**src/rtl/iob_pbus_guard.sv**
```systemverilog
// Per-slave IOb guard: forwards one request at a time, times out dead peripherals.
// Build option IOB_PBUS_GUARD_ERR_CNT_EN adds the saturating err_cnt_o counter.

module iob_pbus_guard #(
  parameter int ADDR_W    = 32,
  parameter int DATA_W    = 32,
  parameter int TIMEOUT   = 256,
  parameter int TIMEOUT_W = 9,
  parameter logic [DATA_W-1:0] ERR_DATA = DATA_W'(32'hDEADBEEF)
) (
  input  logic                  clk_i,
  input  logic                  rst_n_i,
  input  logic                  cke_i,
  input  logic                  m_avalid_i,
  input  logic [ADDR_W-1:0]     m_addr_i,
  input  logic [DATA_W-1:0]     m_wdata_i,
  input  logic [DATA_W/8-1:0]   m_wstrb_i,
  output logic [DATA_W-1:0]     m_rdata_o,
  output logic                  m_rvalid_o,
  output logic                  m_ready_o,
  output logic                  s_avalid_o,
  output logic [ADDR_W-1:0]     s_addr_o,
  output logic [DATA_W-1:0]     s_wdata_o,
  output logic [DATA_W/8-1:0]   s_wstrb_o,
  input  logic [DATA_W-1:0]     s_rdata_i,
  input  logic                  s_rvalid_i,
  input  logic                  s_ready_i,
  output logic                  err_o,
  output logic [ADDR_W-1:0]     err_addr_o,
`ifdef IOB_PBUS_GUARD_ERR_CNT_EN
  output logic [7:0]            err_cnt_o,
`endif
  input  logic                  err_clr_i
);

  localparam int SW = DATA_W / 8;
  localparam logic [TIMEOUT_W-1:0] CNT_LAST =
    TIMEOUT_W'(TIMEOUT - 1);

  typedef enum logic [1:0] {
    IDLE  = 2'd0,
    ACK   = 2'd1,
    RDATA = 2'd2
  } state_t;

  state_t state, state_n;

  logic [TIMEOUT_W-1:0] cnt, cnt_n;

  logic              is_rd;
  logic              last;
  logic              accept;
  logic              done_wr;
  logic              done_rd;
  logic              to_rdata;
  logic              tmo;

  logic              m_ready_n;
  logic              m_rvalid_n;
  logic [DATA_W-1:0] m_rdata_n;
  logic              s_avalid_n;
  logic [ADDR_W-1:0] s_addr_n;
  logic [DATA_W-1:0] s_wdata_n;
  logic [SW-1:0]     s_wstrb_n;
  logic              err_n;
  logic [ADDR_W-1:0] err_addr_n;

  assign is_rd  = (s_wstrb_o == '0);
  assign last   = (cnt == CNT_LAST);
  assign accept = (state == IDLE) && m_ready_o
               && m_avalid_i;

  assign done_wr = (state == ACK) && s_ready_i
                && !is_rd;

  assign done_rd =
    ((state == ACK) && s_ready_i && is_rd && s_rvalid_i)
    || ((state == RDATA) && s_rvalid_i);

  // an ack-only read on the final cycle still times out
  assign to_rdata = (state == ACK) && s_ready_i && is_rd
                 && !s_rvalid_i && !last;

  assign tmo = ((state == ACK) || (state == RDATA))
            && last && !done_wr && !done_rd;

  always_ff @(posedge clk_i) begin
    if (!rst_n_i) begin
      state <= IDLE;
    end else if (cke_i) begin
      state <= state_n;
    end
  end

  always_comb begin
    state_n = state;
    unique case (state)
      IDLE: begin
        if (accept) state_n = ACK;
      end
      ACK: begin
        if (done_wr || done_rd || tmo) begin
          state_n = IDLE;
        end else if (to_rdata) begin
          state_n = RDATA;
        end
      end
      RDATA: begin
        if (done_rd || tmo) state_n = IDLE;
      end
      default: state_n = IDLE;
    endcase
  end

  always_comb begin
    m_ready_n  = (state_n == IDLE);
    s_avalid_n = (state_n == ACK);
    m_rvalid_n = done_rd || (tmo && is_rd);

    unique case (1'b1)
      done_rd:       m_rdata_n = s_rdata_i;
      tmo && is_rd:  m_rdata_n = ERR_DATA;
      default:       m_rdata_n = m_rdata_o;
    endcase

    s_addr_n  = accept ? m_addr_i  : s_addr_o;
    s_wdata_n = accept ? m_wdata_i : s_wdata_o;
    s_wstrb_n = accept ? m_wstrb_i : s_wstrb_o;

    if (accept) begin
      cnt_n = '0;
    end else if (state != IDLE) begin
      cnt_n = cnt + TIMEOUT_W'(1);
    end else begin
      cnt_n = cnt;
    end

    err_n      = tmo || (err_o && !err_clr_i);
    err_addr_n = (tmo && !err_o) ? s_addr_o
                                 : err_addr_o;
  end

  always_ff @(posedge clk_i) begin
    if (!rst_n_i) begin
      m_ready_o  <= 1'b0;
      m_rvalid_o <= 1'b0;
      m_rdata_o  <= '0;
      s_avalid_o <= 1'b0;
      s_addr_o   <= '0;
      s_wdata_o  <= '0;
      s_wstrb_o  <= '0;
      cnt        <= '0;
      err_o      <= 1'b0;
      err_addr_o <= '0;
    end else if (cke_i) begin
      m_ready_o  <= m_ready_n;
      m_rvalid_o <= m_rvalid_n;
      m_rdata_o  <= m_rdata_n;
      s_avalid_o <= s_avalid_n;
      s_addr_o   <= s_addr_n;
      s_wdata_o  <= s_wdata_n;
      s_wstrb_o  <= s_wstrb_n;
      cnt        <= cnt_n;
      err_o      <= err_n;
      err_addr_o <= err_addr_n;
    end
  end

`ifdef IOB_PBUS_GUARD_ERR_CNT_EN
  logic [7:0] err_cnt_n;

  always_comb begin
    if (tmo) begin
      if (err_clr_i) begin
        err_cnt_n = 8'd1;
      end else if (err_cnt_o == 8'hFF) begin
        err_cnt_n = err_cnt_o;
      end else begin
        err_cnt_n = err_cnt_o + 8'd1;
      end
    end else if (err_clr_i) begin
      err_cnt_n = 8'd0;
    end else begin
      err_cnt_n = err_cnt_o;
    end
  end

  always_ff @(posedge clk_i) begin
    if (!rst_n_i) begin
      err_cnt_o <= 8'd0;
    end else if (cke_i) begin
      err_cnt_o <= err_cnt_n;
    end
  end
`else
  // timeouts are only flagged through err_o in this build
`endif

endmodule

```
**config.mk**
```make
export PLATFORM = sky130hd
export DESIGN_NAME = iob_pbus_guard
export DESIGN_NICKNAME = d
export VERILOG_FILES = /design/src/rtl/iob_pbus_guard.sv
export SDC_FILE = /design/constraint.sdc
export NUM_CORES = 1
export LEC_CHECK = 0
export ABC_AREA = 1
export BUFFER_PORTS_ARGS = -buffer_cell sky130_fd_sc_hd__buf_2
export CAP_MARGIN = 15
export CORE_MARGIN = 2
export CORE_UTILIZATION = 49
export CTS_BUF_LIST = sky130_fd_sc_hd__clkbuf_8
export CTS_CLUSTER_DIAMETER = 80
export DETAILED_ROUTE_END_ITERATION = 10
export GPL_TIMING_DRIVEN = 0
export PLACE_DENSITY = 0.82
export SLEW_MARGIN = 15
export SYNTH_ARGS = -nofsm -noshare
export SYNTH_HDL_FRONTEND = slang
export SYNTH_SLANG_ARGS = --single-unit
export TNS_END_PERCENT = 1
```
**constraint.sdc**
```tcl
create_clock -name clk_i -period 2.9 [get_ports clk_i]
set_input_delay 0.87 -clock clk_i [delete_from_list [all_inputs] [get_ports clk_i]]
set_output_delay 0.87 -clock clk_i [all_outputs]
set_load 0.05 [all_outputs]
```
* Word-level counts from Yosys, hierarchy flattened
Index checks and enable logic that the tools add are counted.
** Word-level totals
- Bits in read-only memories :: 0
- Input port bits :: 107
- Bits in writable memories :: 0
- Flip-flop bits (word level) :: 147
- Memories :: 0
- Latch bits :: 0
** Cells by class
- Magnitude comparators :: 0
- Divide/modulo/power cells :: 0
- Eq/ne operators :: 4
- Bitwise operators :: 0
- $add $sub $neg :: 1
- Shift-type cells :: 0
- $mul :: 0
- Muxes and demuxes :: 8
- Reductions and logical operators :: 39
** Operator list (number)
- case mux 32 bit (2 select lines) :: 1
- 2-to-1 mux 9 bit :: 2
- logical AND 1 bit :: 15
- adder 9 x 1 -> 9 bit (second input constant) :: 1
- equality test 9 x 8 -> 1 bit (second input constant) :: 1
- 2-to-1 mux 2 bit :: 4
- AND reduction 2 bit :: 4
- logical NOT 1 bit :: 7
- logical OR 1 bit :: 7
- case mux 2 bit (3 select lines) :: 1
- nonzero test 2 bit :: 3
- equality test 2 x 1 -> 1 bit (second input constant) :: 2
- logical NOT 2 bit :: 2
- logical NOT 4 bit :: 1
- equality test 2 bit (second input constant) :: 1

* Logic depth before layout (Yosys ltp)
- Word-level depth :: 11
- Gate-level depth with buffers :: 17
- Mapped depth without buffers :: 16

* Least setup slack after synthesis
Ideal clock, no wire load.
- Kind :: reg-to-reg
- Start point :: reg cnt[0]
- End point :: reg err_addr_o[13]
- Clock period less this slack :: 2.294 ns
- Setup time :: 0.118 ns
- Path buffers :: 2
- Data arrival time :: 2.177 ns
- Stages on the path, launching flop included :: 17
- Slack :: 0.606 ns
- Required time :: 2.782 ns
- Cell sequence :: dfxtp_1 ha_1 nand2_1 nor3b_1 inv_1 nor2_1 ha_1 nand2_1 inv_1 nand2_2 a21oi_2 nand2_1 or2_1 buf_4 buf_4 o21ai_1 a21oi_1
** Between the ends
- Cells in the longest elaborated chain, start to end :: 6
** Ends and longest elaborated chain
- start, declared :: RTL line 48 : logic [TIMEOUT_W-1:0] cnt, cnt_n;
- start signal, assigned :: RTL line 163 : cnt <= cnt_n;
- equality test 9 x 8 -> 1 bit :: RTL line 69 : assign last = (cnt == CNT_LAST);
- logical AND 1 bit (3 in series) :: RTL line 85 : && last && !done_wr && !done_rd;
- logical AND 1 bit :: RTL line 139 : err_addr_n = (tmo && !err_o) ? s_addr_o
- AND reduction 2 bit (no line)
- end signal, assigned :: RTL line 165 : err_addr_o <= err_addr_n;
- end, declared :: RTL line 29 : output logic [ADDR_W-1:0] err_addr_o,
No other way between the ends.
A chain may end at the register's enable or synchronous reset.

* Worst setup path in the final report
- Start point :: reg cnt[1]
- End point :: reg err_addr_o[25]
The elaborated chain is that of the path after synthesis.

==> results.json <==
{
  "synth_cell_types": 31,
  "r2r_start": "cnt[1]",
  "reg2reg_to": "err_addr_o[25]",
  "synth_xor_area_share_pct": 0.316,
  "crit_chain": "ha_1, nand2_1, nor3b_2, inv_1, nor2_1, ha_1, nand2_1, inv_1, nand2_2, a21oi_4, nand2_1, or2_1, buf_4, buf_6, o21ai_0, a21oi_1",
  "critPathArrivalTime_ns": 2.92,
  "holdWs_ns": 0.443,
  "cts_buffers": 17,
  "outcome": "finished, final reports clean",
  "synth_edf_count": 0,
  "crit_end": "err_addr_o[25]",
  "synthCells": 699,
  "cp-startpoint": "cnt[1]",
  "tightest_slew_ns": 0.640,
  "synth_top_family_by_area": "simple AND/OR/NAND/NOR gates",
  "holdBufCountCts": 0,
  "critPathMaxFanout": 10,
  "grt_pass1_wl_mm": 22.8,
  "power_leakage_nw": 3.59,
  "drive_above_1_share_pct": 29.9,
  "cts_tree": "built",
  "use_met3_pct": 6.58,
  "final_cells": 1111,
  "worst-r2r-setup-slack_ns": 0.29,
  "finClkSkew_ns": 0.0126,
  "maxCapViolCount": 0,
  "fin_nets": 1072,
  "worstSetupPathType": "reg2reg",
  "hold_path.class": "reg2reg",
  "placedCellCount": 1080,
  "initial_core_util_pct": 50.7,
  "crit_path_end_kind": "flip-flop",
  "vdd_drop_max_v": 0.000413,
  "crit_slowest_cell": "dfxtp_1",
  "clk_path_buf_depth": 2,
  "num_vias": 5480,
  "dieArea_um2": 12200,
  "slew_viol_final": 0,
  "cts_resized": 0,
  "portBuffers": 241,
  "rr_worst_depth": 16,
  "final_hold_viol_count": 0,
  "clkTransAtPathRegs_ns": 0.08,
  "die_h_um": 110,
  "dp_hpwl_mm": 11.1,
  "antenna_found_initial": 0,
  "grt_most_used_layer": "met2",
  "use_met1_pct": 29.1,
  "yosys_warnings": 0,
  "synth_flop_cell": "dfxtp_1",
  "area_growth_pct": 31.7,
  "cp-start-kind": "flip-flop",
  "synth.net_count": 812,
  "rows": 38,
  "grt_pass1_vias": 4952,
  "nFillCells": 954,
  "post_cts_buffers": 0,
  "drcViolationCount": 0,
  "synthArstFlopShare_pct": 0,
  "ys_seq_elements": 147,
  "drt-pass1-iter-count": 5,
  "routed_wl_mm": 15.1,
  "synth_area_um2": 5540,
  "worstSkewPairLatency_ns": 0.43,
  "worst-endpoint-required_ns": 3.21,
  "synth_mux_area_share_pct": 0,
  "avgSynthCellArea_um2": 7.93,
  "synth_seq_area_share_pct": 53.1,
  "viasPerCell": 4.93,
  "place.gp.congestion": 0.835,
  "ant_nets": 0,
  "root_buffer": "clkbuf_8",
  "cpMostUsedCell": "nand2_1",
  "post_dp_cell_area_um2": 6920,
  "synth-simple-area-share_pct": 20.6,
  "rsz0062_at_grt": "no",
  "grt_use_total_pct": 24.0,
  "core-area_um2": 10900,
  "first_iter_violations": 378,
  "grt_max_degree": 17,
  "cellPowerDensity_nw_per_um2": 555,
  "slew_headroom_pct": 57.3,
  "overflow": 0,
  "setup_violations": 0,
  "setup_tns_ns": 0,
  "final_area_um2": 7300,
  "cpPeakStageDelay_ns": 0.37,
  "synthAdderAreaFrac_pct": 1.35,
  "pin_count": 243,
  "fin_crit_ns": 2.61,
  "synth_compound_area_share_pct": 16.7,
  "dieWidth_um": 110,
  "use_met2_pct": 41.2,
  "period_share_pct": 89.9,
  "htreeDepth": 4,
  "fmax_mhz": 383,
  "cts.sinks": 147,
  "diodes": 0,
  "wl_per_cell_um": 13.6
}
-- where the power goes --
part / total, W / internal, W / leakage (nW) / switching (W)
Sequential: 0.00210 / 0.00207 / 1.19 / 0.0000329
Clock: 0.00145 / 0.000706 / 0.189 / 0.000744
Combinational: 0.000500 / 0.000142 / 2.21 / 0.000358
Total: 0.00405 / 0.00292 / 3.59 / 0.00114
-- synth_stat cells, types with 2 or more instances --
master / n / area [um2]
xor2_1: 2 / 17.5
ha_1: 6 / 75.1
buf_4: 3 / 22.5
a211oi_1: 2 / 15.0
o21ai_1: 42 / 210
o21ai_0: 84 / 420
nand2_2: 2 / 12.5
inv_1: 47 / 176
nand4_1: 12 / 75.1
nor2_1: 172 / 646
a21oi_1: 53 / 265
nor3_1: 26 / 130
buf_6: 5 / 56.3
buf_12: 2 / 40.0
nand2_1: 39 / 146
nor2_4: 2 / 22.5
nor3b_1: 3 / 22.5
dfxtp_1: 147 / 2940
clkbuf_1: 33 / 124
nand3_1: 6 / 30.0
-- worst max-delay path: cells and delay by family, from the launching register on --
kind,cells,cell delay [ns]
fa+ha+maj,2,0.36
compound gates,3,0.40
simple gates,7,0.89
buf+inv,4,0.50
flops,1,0.37
-- state kept, by name (all words and copies together) (netlist names), 2 cells and up --
name and flops:
s_addr_o 32, s_wstrb_o 4, state 2, m_rdata_o 32
err_addr_o 32, s_wdata_o 32, cnt 9
-- cells in the final DEF (no fill, tap or decap), drive strengths merged, types with 2 or more instances in the layout --
cell type / count
nor3: 26
buf: 253
a211oi: 2
ha: 6
inv: 51
nand2: 43
nand4: 12
nand3: 7
clkbuf: 52
nor2: 174
dfxtp: 147
a21oi: 54
clkinvlp: 3
nor3b: 3
xor2: 2
o21ai: 126
clkinv: 6
-- stage by stage --
stage	util, %	worst slack (ns)	power (W)
after floorplan	-	0.606	0.00247
after global placement	63.3	0.0795	0.00264
after detailed placement	63.3	0.0940	0.00265
after CTS	66.6	0.236	0.00408
after global routing	66.8	0.000288	0.00422
final	66.8	0.292	0.00405
-- worst min-delay path by stage --
stage	start	endpoint	slack, ns	cells past startpoint
floorplan	cnt[8]	cnt[8]	0.44	2
finish	err_addr_o[19]	err_addr_o[19]	0.44	2
global placement	err_addr_o[30]	err_addr_o[30]	0.43	2
detailed placement	err_addr_o[23]	err_addr_o[23]	0.43	2
CTS	err_addr_o[23]	err_addr_o[23]	0.44	2
global route	err_addr_o[6]	err_addr_o[6]	0.46	2
-- per-layer routing --
layer / up-vias / part of all wire, %
li1: 2810 / -
met1: 2465 / 43
met2: 193 / 49
met3: 12 / 7.0
met4: 0 / 1.1
met5: - / 0
-- cell families (layout without fill, tap and decap cells) --
group | after synthesis | in the layout
adder cells (fa/ha/maj) | 6 | 6
flip-flops | 147 | 147
AND/OR/NAND/NOR | 267 | 267
buffers and inverters | 94 | 366
AO/OA/AOI/OAI | 183 | 183
XOR/XNOR | 2 | 2
-- cell type report --
| type | instances | area [um2] | share of cell area [%] |
|---|---|---|---|
| Inverter | 49 | 189 | 2.59 |
| Timing Repair Buffer | 241 | 1210 | 16.5 |
| Clock inverter | 12 | 95.1 | 1.30 |
| Sequential cell | 147 | 2940 | 40.3 |
| Buffer | 45 | 251 | 3.44 |
| Clock buffer | 19 | 262 | 3.58 |
| Tap cell | 140 | 175 | 2.40 |
| Multi-Input combinational cell | 458 | 2180 | 29.8 |
Power figures use the tool's default switching activity.
